===== config.mk =====
export PLATFORM = sky130hd
export DESIGN_NAME = ram_arbiter
export DESIGN_NICKNAME = d
export VERILOG_FILES = /design/src/rtl/ram_arbiter.sv
export SDC_FILE = /design/constraint.sdc
export NUM_CORES = 1
export LEC_CHECK = 0
export CAP_MARGIN = 20
export CORE_UTILIZATION = 39
export CTS_CLUSTER_DIAMETER = 100
export DETAILED_ROUTE_END_ITERATION = 8
export PLACE_DENSITY = 0.81
export REMOVE_ABC_BUFFERS = 1
export SLEW_MARGIN = 5
export SYNTH_ARGS = -nofsm -noshare
export SYNTH_HDL_FRONTEND = slang
export SYNTH_SLANG_ARGS = --single-unit

===== constraint.sdc =====
create_clock -name clk -period 2.3 [get_ports clk]
set_clock_uncertainty 0.2 [all_clocks]
set_input_delay 0.46 -clock clk [delete_from_list [all_inputs] [get_ports clk]]
set_output_delay 0.46 -clock clk [all_outputs]
set_load 0.005 [all_outputs]

===== src/rtl/ram_arbiter.sv =====
// Two-port arbiter and access sequencer in front of a single-port synchronous RAM.
// Tie-break: RAM_ARB_RR_EN defined -> round-robin; undefined -> fixed priority, port A wins.
module ram_arbiter #(
  parameter int ADDR_W = 5,
  parameter int DATA_W = 32
) (
  input  logic              clk,
  input  logic              rst_n,
  input  logic              req_a,
  input  logic              we_a,
  input  logic [ADDR_W-1:0] addr_a,
  input  logic [DATA_W-1:0] wdata_a,
  output logic              ack_a,
  input  logic              req_b,
  input  logic              we_b,
  input  logic [ADDR_W-1:0] addr_b,
  input  logic [DATA_W-1:0] wdata_b,
  output logic              ack_b,
  output logic [DATA_W-1:0] rdata,
  output logic              busy,
  output logic              ram_ena,
  output logic              ram_wena,
  output logic [ADDR_W-1:0] ram_addr,
  output logic [DATA_W-1:0] ram_din,
  input  logic [DATA_W-1:0] ram_dout
);

  // state | meaning
  // IDLE  | no access in flight; arbitrate and latch the winner
  // WR    | RAM write cycle (ena=1, wena=1)
  // RD    | RAM read cycle (ena=1, wena=0)
  // CAP   | RAM output valid; capture into rdata
  // DONE  | access complete; owner's ack is registered out next cycle
  typedef enum logic [2:0] {IDLE, WR, RD, CAP, DONE} state_t;

  state_t            r_state;
  state_t            w_next;
  logic              r_owner;
  logic              r_we;
  logic              r_ack_a;
  logic              r_ack_b;
  logic [ADDR_W-1:0] r_addr;
  logic [DATA_W-1:0] r_wdata;
  logic [DATA_W-1:0] r_rdata;
  logic              w_grant;
  logic              w_win;
  logic              w_win_we;

`ifdef RAM_ARB_RR_EN
  logic r_last;

  always_comb begin
    w_win = req_b;
    if (req_a && req_b) w_win = ~r_last;
  end

  always_ff @(posedge clk or negedge rst_n) begin
    if (!rst_n)                r_last <= 1'b1;
    else if (r_state == DONE)  r_last <= r_owner;
  end
`else
  always_comb begin
    w_win = ~req_a;
  end
`endif

  // The ack cycle is spent in IDLE with the owner's req still high; do not treat it as a new request.
  assign w_grant  = (r_state == IDLE) && (req_a || req_b) && !(r_ack_a || r_ack_b);
  assign w_win_we = w_win ? we_b : we_a;

  always_ff @(posedge clk or negedge rst_n) begin
    if (!rst_n) r_state <= IDLE;
    else        r_state <= w_next;
  end

  always_comb begin
    w_next = r_state;
    case (r_state)
      IDLE:    if (w_grant) w_next = w_win_we ? WR : RD;
      WR:      w_next = DONE;
      RD:      w_next = CAP;
      CAP:     w_next = DONE;
      DONE:    w_next = IDLE;
      default: w_next = IDLE;
    endcase
  end

  always_ff @(posedge clk or negedge rst_n) begin
    if (!rst_n) begin
      r_owner <= 1'b0;
      r_we    <= 1'b0;
      r_addr  <= '0;
      r_wdata <= '0;
      r_rdata <= '0;
      r_ack_a <= 1'b0;
      r_ack_b <= 1'b0;
    end else begin
      r_ack_a <= (r_state == DONE) && !r_owner;
      r_ack_b <= (r_state == DONE) && r_owner;
      if (w_grant) begin
        r_owner <= w_win;
        r_we    <= w_win_we;
        r_addr  <= w_win ? addr_b  : addr_a;
        r_wdata <= w_win ? wdata_b : wdata_a;
      end
      if (r_state == CAP) r_rdata <= ram_dout;
    end
  end

  assign ram_ena  = (r_state == WR) || (r_state == RD);
  assign ram_wena = (r_state == WR) && r_we;
  assign ram_addr = r_addr;
  assign ram_din  = r_wdata;
  assign busy     = (r_state != IDLE);
  assign ack_a    = r_ack_a;
  assign ack_b    = r_ack_b;
  assign rdata    = r_rdata;

endmodule

* Word-level counts from Yosys, hierarchy flattened
Cells that the tools add are included.
** Cells by class
- Eq/ne operators :: 5
- Mux-type cells :: 6
- Bitwise logic cells :: 1
- Reduce and logical (&&, ||, !) cells :: 13
** Operator list (number)
- $mux W32 :: 1
- $pmux W3 S3 :: 1
- $eq A3 B2 Y1 const B :: 2
- $logic_and A1 B1 Y1 :: 5
- $mux W5 :: 1
- $eq A3 B1 Y1 const B :: 1
- $eq A3 B3 Y1 const B :: 1
- $logic_not A3 Y1 :: 1
- $logic_or A1 B1 Y1 :: 3
- $mux W3 :: 1
- $reduce_bool A3 Y1 :: 1
- $logic_not A1 Y1 :: 2
- $mux W2 :: 1
- $ne A2 B2 Y1 const B :: 1
- $reduce_or A2 Y1 :: 1
- $mux W1 :: 1
- $not A1 Y1 :: 1
** Storage, ports and cells
- Flip-flop bits (word level) :: 76
- Bits of input ports :: 112
- Output and inout port bits :: 74
- Logic and storage cells :: 33

* Logic depth before layout (Yosys ltp)
Gate-level depths: netlist of the first run.
- Depth in word-level cells :: 5
- Mapped depth :: 6
- Gate-level depth less buffers :: 3

* Worst setup path before layout of the first run
Ideal clock, no wire load.
- Kind :: register to register
- Start :: reg r_state[1]
- End :: reg r_wdata[10] (netlist: ram_din[10])
- Setup time :: 125 ps
- Arrival time :: 1587 ps
- Data required time :: 1975 ps
- Setup slack :: 388 ps
- Stages on the path, launching flop included :: 7
- Buffers on the path :: 3
- Period minus slack after synthesis :: 1912 ps
- Cells stage by stage :: dfrtp_1 buf_6 or3_4 nand3b_4 buf_6 buf_6 mux2_4
** On the way
- Cells in the longest elaborated chain, start to end :: 3
** RTL lines
- from (decl) :: RTL line 36 : state_t r_state;
- from (signal assigned) :: RTL line 73 : else r_state <= w_next;
- $logic_not A3 Y1 :: RTL line 68 : assign w_grant = (r_state == IDLE) && (req_a || req_b) && !(r_ack_a || r_ack_b);
- $logic_and A1 B1 Y1 (2 in a row) :: RTL line 68
- to (signal assigned) :: RTL line 104 : r_wdata <= w_win ? wdata_b : wdata_a;
- to (decl) :: RTL line 43 : logic [DATA_W-1:0] r_wdata;
Every way passes these cells.
A chain may end at the register's enable or synchronous reset.

* Final worst setup path of the first run
- Start :: reg r_state[0]
- End :: out busy
** On the way
- Cells in the longest elaborated chain, start to end :: 1
** RTL lines
- $reduce_bool A3 Y1 :: RTL line 114 : assign busy = (r_state != IDLE);
- to (decl) :: RTL line 20 : output logic busy,
Every way passes these cells.

==> results of run 1 <==
-- flip-flops by register name, indices dropped and copies added (netlist names) --
signal / flops
r_we: 1
r_owner: 1
rdata: 32
ack_a: 1
r_state: 3
ram_addr: 5
ram_din: 32
ack_b: 1
-- critical path: cells and delay by family, from the launching register on --
family / cells / cell delay, ns
simple gates: 1 / 0.38
flops: 1 / 0.45
buf+inv: 2 / 0.42
-- cells by family after synthesis --
logic type / Yosys count / synth area share, %
AOI/OAI and AO/OA: 2 / 0.372
xor gates and xnor gates: 1 / 0.261
muxes: 110 / 37.8
DFF: 76 / 56.6
buffers and inverters: 13 / 2.31
and+or+nand+nor: 12 / 2.72
-- layout make-up --
class | instances | area (um2)
repair buffers | 198 | 1980
well taps | 105 | 131
inverters | 1 | 3.75
fillers | 617 | 2680
clock buffers | 10 | 138
clock inverters | 6 | 63.8
flip-flops and latches | 76 | 1910
multi-input cells | 125 | 1390
-- power groups by stage --
| stage | sequential, mW | clock, mW | combinational, mW |
|---|---|---|---|
| 2_1_floorplan | 2.44 | 0 | 1.28 |
| 3_3_place_gp | 2.39 | 0 | 3.19 |
| 3_5_place_dp | 2.43 | 0 | 3.27 |
| 4_1_cts | 2.42 | 1.03 | 3.29 |
| 5_1_grt | 2.50 | 1.09 | 3.49 |
| 6_report | 2.41 | 0.993 | 3.26 |
-- path summary, 6_finish.rpt --
kind	from	slack (ns)	cells past startpoint	end
max	r_state[0]$_DFFE_PN0P_	0.06	3	busy
min	r_owner$_DFFE_PN0P_	0.24	1	ack_a$_DFF_PN0_
max reg2reg	r_state[0]$_DFFE_PN0P_	0.24	5	ram_din[4]$_DFFE_PN0P_
min reg2reg	r_owner$_DFFE_PN0P_	0.24	1	ack_a$_DFF_PN0_
max in group asynchronous	rst_n	0.90	3	rdata[6]$_DFFE_PN0N_
min in group asynchronous	rst_n	0.42	2	ram_din[5]$_DFFE_PN0P_
-- timing repair --
| action | CTS | global route |
|---|---|---|
| endpoints found under the hold margin | 35 | 0 |
| setup buffers | 0 | 2 |
| setup endpoints to repair | 2 | 1 |
| hold buffers | 1 | 0 |
| resized for setup | 6 | 1 |
| pin swaps | 0 | 0 |
-- cell usage after synthesis --
library cell and count:
sky130_fd_sc_hd__a31oi_1 2, sky130_fd_sc_hd__and3b_1 1, sky130_fd_sc_hd__buf_1 2, sky130_fd_sc_hd__buf_2 5
sky130_fd_sc_hd__buf_6 3, sky130_fd_sc_hd__clkbuf_1 2, sky130_fd_sc_hd__dfrtp_1 76, sky130_fd_sc_hd__inv_1 1
sky130_fd_sc_hd__mux2_2 99, sky130_fd_sc_hd__mux2_4 9, sky130_fd_sc_hd__mux2i_1 2, sky130_fd_sc_hd__nand2_1 1
sky130_fd_sc_hd__nand3b_4 1, sky130_fd_sc_hd__nor2_1 2, sky130_fd_sc_hd__nor2b_1 1, sky130_fd_sc_hd__nor3_1 2
sky130_fd_sc_hd__nor4b_1 2, sky130_fd_sc_hd__or2_2 1, sky130_fd_sc_hd__or3_4 1, sky130_fd_sc_hd__xnor2_1 1
-- cells in the final DEF (no fill, tap or decap), types with 3 or more instances in the layout --
cell                              synthesis  final
sky130_fd_sc_hd__dfrtp_1                 76     73
sky130_fd_sc_hd__clkbuf_8                 0     10
sky130_fd_sc_hd__clkdlybuf4s50_1          0    181
sky130_fd_sc_hd__mux2_4                   9      9
sky130_fd_sc_hd__dfrtp_2                  0      3
sky130_fd_sc_hd__mux2_2                  99     99
sky130_fd_sc_hd__buf_12                   0      3
sky130_fd_sc_hd__buf_4                    0     10
-- per-layer routing --
metal | wire length [um] | track usage (%) | up-vias
li1 | - | - | 1158
met1 | 3090 | 19.4 | 1177
met2 | 3790 | 30.0 | 123
met3 | 837 | 6.04 | 10
met4 | 104 | 7.20 | 0
met5 | 0 | 0 | -
-- metrics by stage --
step | utilization [%] | instance area, um2 | instances | setup WS, ns
CTS | 67.5 | 5600 | 519 | 0.000595
floorplan | - | 3290 | 202 | 0.282
global placement | 64.8 | 5380 | 502 | 0.0950
global route | 67.7 | 5620 | 521 | 0.00896
detailed placement | 64.8 | 5380 | 502 | 0.0899
finish | 67.7 | 5620 | 521 | 0.0596
==> impl_results.html, run 1 <==
<table>
<tr><th>Metric</th><th>Value</th></tr>
<tr><th colspan="2">Global route</th></tr>
<tr><td>Residual overflow from global routing</td><td>0</td></tr>
<tr><td>Pin count of the biggest net entering global routing</td><td>between 40 and 50</td></tr>
<tr><td>Antenna violations before repair</td><td>0</td></tr>
<tr><td>Global-route wire length before repair</td><td>between 10 and 15 mm</td></tr>
<tr><td>Via count of the first global-routing pass</td><td>2536</td></tr>
<tr><td>Total global-route track usage</td><td>between 10% and 20%</td></tr>
<tr><th colspan="2">Routing</th></tr>
<tr><td>Via total after detailed routing</td><td>approximately 2500</td></tr>
<tr><td>Final Routed Wirelength</td><td>7.83 mm</td></tr>
<tr><td>Post-DR wirelength/cell</td><td>between 15 and 20 um</td></tr>
<tr><td>Final ANT Viol Nets</td><td>0</td></tr>
<tr><td>Residual DRC count</td><td>0</td></tr>
<tr><td>1st-pass router iterations</td><td>4</td></tr>
<tr><td>Vias per Instance</td><td>~4.7</td></tr>
<tr><td>First DRT Iteration DRCs</td><td>65</td></tr>
<tr><th colspan="2">STA</th></tr>
<tr><td>Max-Slew Margin vs Limit</td><td>between 60% and 70%</td></tr>
<tr><td>Crit share post-route</td><td>97.4%</td></tr>
<tr><td>Number of setup violations in the final report</td><td>0</td></tr>
<tr><td>Setup_tns</td><td>0 ns</td></tr>
<tr><td>Number of max-slew violations in the final report</td><td>0</td></tr>
<tr><td>Unrepaired setup endpoints after global routing</td><td>false</td></tr>
<tr><td>Hold slack final</td><td>between 0.2 and 0.25 ns</td></tr>
<tr><td>Max frequency</td><td>between 0.4 and 0.5 GHz</td></tr>
<tr><td>Measured slew at the worst slew-check pin</td><td>between 0.4 and 0.5 ns</td></tr>
<tr><td>Final Hold Fails</td><td>0</td></tr>
<tr><td>Min Clock Period, post-route</td><td>approximately 2.2 ns</td></tr>
<tr><th colspan="2">Worst setup path</th></tr>
<tr><td>Slowest CP cell</td><td>sky130_fd_sc_hd__dfrtp_2</td></tr>
<tr><td>Highest cell delay on the worst timing path</td><td>0.45 ns</td></tr>
<tr><td>Worst setup SP type</td><td>register</td></tr>
<tr><td>Crit Path Category</td><td>register to output pin</td></tr>
<tr><td>Ordered cell list for the critical path</td><td>buf_4, or3_4, dlygate4sd2_1</td></tr>
<tr><td>Critical path capture point type</td><td>output pin</td></tr>
<tr><td>Top fanout value on the critical path</td><td>6</td></tr>
<tr><td>Data required, critical path</td><td>1.64 ns</td></tr>
<tr><td>Crit path arrival time</td><td>around 1.6 ns</td></tr>
<tr><th colspan="2">Logic synthesis</th></tr>
<tr><td>Share of the synthesized area in the top cell type</td><td>between 50% and 60%</td></tr>
<tr><td>Number of register bits inferred by synthesis</td><td>76</td></tr>
<tr><td>Post-synthesis instance total</td><td>~210</td></tr>
<tr><td>Combined area of all synthesized cells</td><td>roughly 0.0034 mm2</td></tr>
<tr><td>Total number of yosys warnings</td><td>0</td></tr>
<tr><td>Proportion of synthesized chip area in sequential cells</td><td>a little under three fifths</td></tr>
<tr><td>Leading post-synthesis cells by cell area</td><td>sky130_fd_sc_hd__dfrtp_1 (57%), sky130_fd_sc_hd__mux2_2 (33%), sky130_fd_sc_hd__mux2_4 (4.0%), sky130_fd_sc_hd__buf_6 (1.0%), sky130_fd_sc_hd__buf_2 (0.74%)</td></tr>
<tr><td>Mean post-synth cell area</td><td>15.7 um2</td></tr>
<tr><td>Netlist cell types</td><td>20</td></tr>
<tr><td>Cell taking the most area after synthesis</td><td>sky130_fd_sc_hd__dfrtp_1</td></tr>
<tr><th colspan="2">Die</th></tr>
<tr><td>Area of the placeable core</td><td>between 0.008 and 0.009 mm2</td></tr>
<tr><td>Cell Rows</td><td>33</td></tr>
<tr><td>Die outline area</td><td>between 0.008 and 0.009 mm2</td></tr>
<tr><td>Number of top-level design ports</td><td>about 190</td></tr>
<tr><td>Vertical extent of the die</td><td>around 95 um</td></tr>
<tr><td>Die X</td><td>about 95 um</td></tr>
<tr><td>Initial cell density of the core</td><td>between 40 and 50%</td></tr>
<tr><th colspan="2">Power</th></tr>
<tr><td>Share of power burned in registers</td><td>36.1%</td></tr>
<tr><td>Total leakage power</td><td>roughly 2.4 nW</td></tr>
<tr><td>Power density over the cells</td><td>between 1000 and 1500 mW/mm2</td></tr>
<tr><td>Comb power frac</td><td>about half</td></tr>
<tr><td>Internal portion of total power</td><td>roughly 4.9 mW</td></tr>
<tr><td>Switching Share</td><td>26.9%</td></tr>
<tr><td>VDD IR-drop max</td><td>roughly 0.66 mV</td></tr>
<tr><td>Sw Pwr</td><td>between 1.5 and 2 mW</td></tr>
<tr><td>Total design power</td><td>between 6 and 7 mW</td></tr>
<tr><td>Clock group share of total power</td><td>between 10 and 15%</td></tr>
<tr><th colspan="2">Placement</th></tr>
<tr><td>Placer's final routability congestion estimate</td><td>approximately 0.7</td></tr>
<tr><td>Post-DP HPWL</td><td>between 6 and 7 mm</td></tr>
<tr><td>Quantity of I/O buffers inserted on ports</td><td>approximately 190</td></tr>
<tr><th colspan="2">Clock network</th></tr>
<tr><td>Clock-pin transition on the worst setup and hold timing paths</td><td>0.08 ns</td></tr>
<tr><td>Clock Tree Buf Depth</td><td>2</td></tr>
<tr><td>Clock tree from TritonCTS</td><td>done</td></tr>
<tr><td>Root buffer cell</td><td>sky130_fd_sc_hd__clkbuf_8</td></tr>
<tr><td>Clock buffers created by TritonCTS</td><td>9</td></tr>
<tr><td>Insertion delay to the later sink of the worst-skew pair</td><td>0.34 ns</td></tr>
<tr><td>Clock tree sinks</td><td>between 70 and 80</td></tr>
<tr><td>Level count of the clock H-tree</td><td>3</td></tr>
<tr><th colspan="2">Finish</th></tr>
<tr><td>Final-stage net count</td><td>between 500 and 600</td></tr>
<tr><td>Layout area overhead</td><td>67.0%</td></tr>
<tr><td>Share of post-route cells with drive strength above 1</td><td>34.9%</td></tr>
<tr><td>Number of inserted diodes</td><td>0</td></tr>
<tr><th colspan="2">Hold path</th></tr>
<tr><td>Min-Delay Path Class</td><td>register to register</td></tr>
<tr><th colspan="2">Run</th></tr>
<tr><td>Number of maximum-capacitance constraint violations</td><td>0</td></tr>
<tr><th colspan="2">Status</th></tr>
<tr><td>Result of the run</td><td>completed</td></tr>
</table>
(Power assumes the default switching activity.)
==> inputs of run 2 (changes only) <==
--- a/config.mk
+++ b/config.mk
@@ -6,10 +6,10 @@
 export NUM_CORES = 1
 export LEC_CHECK = 0
 export CAP_MARGIN = 20
-export CORE_UTILIZATION = 39
+export CORE_UTILIZATION = 35
 export CTS_CLUSTER_DIAMETER = 100
 export DETAILED_ROUTE_END_ITERATION = 8
-export PLACE_DENSITY = 0.81
+export PLACE_DENSITY = 0.77
 export REMOVE_ABC_BUFFERS = 1
 export SLEW_MARGIN = 5
 export SYNTH_ARGS = -nofsm -noshare
==> constraint.sdc (replaced) <==
create_clock -name clk -period 1.9 [get_ports clk]
set_clock_uncertainty 0.2 [all_clocks]
set_input_delay 0.38 -clock clk [delete_from_list [all_inputs] [get_ports clk]]
set_output_delay 0.38 -clock clk [all_outputs]
set_load 0.005 [all_outputs]
==> run 2 against run 1 <==
- the run now ends with setup timing left
- worst hold slack worse by 0.015 ns
- critical path depth is 2 higher
- non-clock buffer count is 9 higher
- clock power is 16% higher
- die area is 11% higher
- global-route usage is 0.18 points lower
- combinational power is 27% higher
- utilization is 6.3 points lower
- first-iteration DRC count is 26% higher
- register-to-register slack worse by 0.28 ns
- sequential share of layout area is 0.53 points lower
==> impl_results.html, run 2 (synthesis gave the netlist of run 1 again) <==
<table>
<tr><th>Metric</th><th>Value</th></tr>
<tr><th colspan="2">Worst setup path</th></tr>
<tr><td>Crit path arrival time</td><td>1.96 ns (+0.38 ns)</td></tr>
<tr><td>Ordered cell list for the critical path</td><td>buf_6, or3_4, nand3b_4, buf_12, mux2_4</td></tr>
<tr><td>Highest cell delay on the worst timing path</td><td>0.39 ns (-0.06 ns)</td></tr>
<tr><td>Dominant delay contributor by cell family on the critical path</td><td>simple AND/OR/NAND/NOR gates</td></tr>
<tr><td>Crit Path Category</td><td>register to register</td></tr>
<tr><td>Data required, critical path</td><td>1.91 ns (+0.27 ns)</td></tr>
<tr><td>Critical path capture point type</td><td>register</td></tr>
<tr><td>Slowest CP cell</td><td>sky130_fd_sc_hd__dfrtp_1</td></tr>
<tr><td>Worst setup SP type</td><td>register</td></tr>
<tr><td>Top fanout value on the critical path</td><td>20 (+14)</td></tr>
<tr><td>Buffers &amp; Inverters on Critical Path</td><td>2 (unchanged)</td></tr>
<tr><th colspan="2">Clock network</th></tr>
<tr><td>Level count of the clock H-tree</td><td>3 (unchanged)</td></tr>
<tr><td>Insertion delay to the later sink of the worst-skew pair</td><td>0.34 ns (about the same)</td></tr>
<tr><td>Root buffer cell</td><td>sky130_fd_sc_hd__clkbuf_8</td></tr>
<tr><td>Clock tree from TritonCTS</td><td>done</td></tr>
<tr><td>Clock buffers created by TritonCTS</td><td>9 (unchanged)</td></tr>
<tr><td>Clock Tree Buf Depth</td><td>2 (unchanged)</td></tr>
<tr><td>Clock-pin transition on the worst setup and hold timing paths</td><td>0.08 ns (about the same)</td></tr>
<tr><td>Clock tree sinks</td><td>76 (unchanged)</td></tr>
<tr><th colspan="2">Global route</th></tr>
<tr><td>Pin count of the biggest net entering global routing</td><td>77 (+83%)</td></tr>
<tr><td>Total global-route track usage</td><td>17.2% (-0.18 points)</td></tr>
<tr><td>Via count of the first global-routing pass</td><td>2679 (+5.6%)</td></tr>
<tr><td>Residual overflow from global routing</td><td>0 (unchanged)</td></tr>
<tr><td>Antenna violations before repair</td><td>0 (unchanged)</td></tr>
<tr><td>Global-route wire length before repair</td><td>13.2 mm (+13%)</td></tr>
<tr><th colspan="2">STA</th></tr>
<tr><td>Number of max-slew violations in the final report</td><td>0 (unchanged)</td></tr>
<tr><td>Final Hold Fails</td><td>0 (unchanged)</td></tr>
<tr><td>Fin worst setup slack</td><td>-0.0426 ns (-0.102 ns)</td></tr>
<tr><td>Unrepaired setup endpoints after global routing</td><td>true</td></tr>
<tr><td>Hold slack final</td><td>0.223 ns (-0.0155 ns)</td></tr>
<tr><td>Measured slew at the worst slew-check pin</td><td>0.397 ns (-0.0572 ns)</td></tr>
<tr><td>Max frequency</td><td>0.515 GHz</td></tr>
<tr><td>Max-Slew Margin vs Limit</td><td>73.6% (+3.8 points)</td></tr>
<tr><td>Number of setup violations in the final report</td><td>15 (+15)</td></tr>
<tr><td>Crit share post-route</td><td>102%</td></tr>
<tr><td>Min Clock Period, post-route</td><td>between 1.5 and 2 ns</td></tr>
<tr><td>Setup_tns</td><td>-0.328 ns (-0.328 ns)</td></tr>
<tr><th colspan="2">Routing</th></tr>
<tr><td>1st-pass router iterations</td><td>4 (unchanged)</td></tr>
<tr><td>Final ANT Viol Nets</td><td>0 (unchanged)</td></tr>
<tr><td>Via total after detailed routing</td><td>2527 (+2.4%)</td></tr>
<tr><td>Post-DR wirelength/cell</td><td>15.1 um (+0.32%)</td></tr>
<tr><td>Residual DRC count</td><td>0 (unchanged)</td></tr>
<tr><td>Final Routed Wirelength</td><td>8.32 mm (+6.3%)</td></tr>
<tr><td>First DRT Iteration DRCs</td><td>82 (+26%)</td></tr>
<tr><td>Vias per Instance</td><td>4.58 (-3.4%)</td></tr>
<tr><th colspan="2">Status</th></tr>
<tr><td>Violations in the final reports</td><td>setup timing</td></tr>
<tr><td>Result of the run</td><td>complete, but fails checks</td></tr>
<tr><th colspan="2">Finish</th></tr>
<tr><td>Layout area overhead</td><td>69.4%</td></tr>
<tr><td>Share of post-route cells with drive strength above 1</td><td>36.4% (+1.6 points)</td></tr>
<tr><td>Highest-count cells in the layout ignoring fill and taps</td><td>sky130_fd_sc_hd__clkdlybuf4s50_1 (180), sky130_fd_sc_hd__mux2_2 (99), sky130_fd_sc_hd__dfrtp_1 (75)</td></tr>
<tr><td>Number of inserted diodes</td><td>0 (unchanged)</td></tr>
<tr><td>Most common cell after layout, fill and taps aside</td><td>sky130_fd_sc_hd__clkdlybuf4s50_1</td></tr>
<tr><td>Design Area, Final</td><td>0.00570 mm2 (+1.4%)</td></tr>
<tr><td>Final-stage net count</td><td>532 (+1.7%)</td></tr>
<tr><td>Number of fillers in the final layout</td><td>756 (+23%)</td></tr>
<tr><th colspan="2">Die</th></tr>
<tr><td>Vertical extent of the die</td><td>100 um (+5.4%)</td></tr>
<tr><td>Cell Rows</td><td>35 (+6.1%)</td></tr>
<tr><td>Initial cell density of the core</td><td>36.2% (-4.3 points)</td></tr>
<tr><td>Area of the placeable core</td><td>0.00928 mm2 (+12%)</td></tr>
<tr><td>Die X</td><td>100 um (+5.4%)</td></tr>
<tr><td>Number of top-level design ports</td><td>186 (unchanged)</td></tr>
<tr><td>Die outline area</td><td>0.0100 mm2 (+11%)</td></tr>
<tr><th colspan="2">Placement</th></tr>
<tr><td>Post-DP HPWL</td><td>6.21 mm (+2.5%)</td></tr>
<tr><td>Placer's final routability congestion estimate</td><td>0.776 (+10%)</td></tr>
<tr><td>Quantity of I/O buffers inserted on ports</td><td>185 (unchanged)</td></tr>
<tr><td>Area post-placement</td><td>0.00544 mm2 (+1.1%)</td></tr>
<tr><th colspan="2">Run</th></tr>
<tr><td>Number of maximum-capacitance constraint violations</td><td>0 (unchanged)</td></tr>
<tr><th colspan="2">Power</th></tr>
<tr><td>Sw Pwr</td><td>2.22 mW (+24%)</td></tr>
<tr><td>Internal portion of total power</td><td>5.94 mW (+22%)</td></tr>
<tr><td>VDD IR-drop max</td><td>0.696 mV (+5.5%)</td></tr>
<tr><td>Power density over the cells</td><td>1430 mW/mm2 (+21%)</td></tr>
<tr><td>Share of power burned in registers</td><td>35.3% (-0.8 points)</td></tr>
<tr><td>Comb power frac</td><td>50.6% (+1.7 points)</td></tr>
<tr><td>Total leakage power</td><td>2.39 nW (+1.4%)</td></tr>
<tr><td>Switching Share</td><td>27.2% (+0.37 points)</td></tr>
<tr><td>Clock group share of total power</td><td>14.1% (-0.8 points)</td></tr>
<tr><th colspan="2">Hold path</th></tr>
<tr><td>Min-Delay Path Class</td><td>register to register</td></tr>
</table>
==> run 2: repair_timing <==
action                                  CTS  global route
pin swaps                                 3             1
endpoints found under the setup margin   14            41
resized for setup                        20             0
buffers inserted                          7             0
hold endpoints to repair                 76             0
hold buffers                              1             0
==> run 2: power by group through the flow <==
stage / logic, mW / clock network [mW] / registers (mW)
global route: 4.44 / 1.27 / 3.00
floorplan: 1.55 / 0 / 2.95
global placement: 3.91 / 0 / 2.90
CTS: 4.19 / 1.20 / 2.89
finish: 4.13 / 1.15 / 2.88
detailed placement: 4.01 / 0 / 2.94
==> run 2: final cells by class <==
class | count | area (um2) | area share [%]
Timing Repair Buffer | 207 | 2050 | 36.0
Sequential cell | 76 | 1900 | 33.4
Multi-Input combinational cell | 125 | 1400 | 24.5
Tap cell | 129 | 161 | 2.83
Clock buffer | 9 | 124 | 2.17
Clock inverter | 5 | 55.1 | 0.966
Inverter | 1 | 3.75 | 0.0659
==> run 2: worst paths after layout <==
path | cells after the start | start | to | slack (ns)
hold / removal | 1 | r_owner$_DFFE_PN0P_ | ack_a$_DFF_PN0_ | 0.22
setup / recovery | 5 | r_state[2]$_DFFE_PN0P_ | ram_din[7]$_DFFE_PN0P_ | -0.04
hold reg to reg | 1 | r_owner$_DFFE_PN0P_ | ack_a$_DFF_PN0_ | 0.22
max in group asynchronous | 3 | rst_n | r_state[1]$_DFFE_PN0P_ | 0.78
min in group asynchronous | 3 | rst_n | ram_addr[4]$_DFFE_PN0P_ | 0.39
setup reg to reg | 5 | r_state[2]$_DFFE_PN0P_ | ram_din[7]$_DFFE_PN0P_ | -0.04
==> run 2: metrics by stage <==
step	total power [mW]	instances	worst slack (ns)	util, %
final	8.16	552	-0.0426	61.4
after global routing	8.71	552	-0.0840	61.4
after detailed placement	6.94	530	-0.193	58.6
after floorplan	4.49	202	-0.118	-
after CTS	8.28	552	-0.0531	61.4
after global placement	6.80	530	-0.177	58.6
==> run 2: routing by layer <==
layer,global-route usage (%),up-vias,wire length (um)
li1,-,1176,-
met1,20.3,1220,3360
met2,28.1,126,3980
met3,8.57,5,919
met4,4.12,0,63
met5,0,-,0
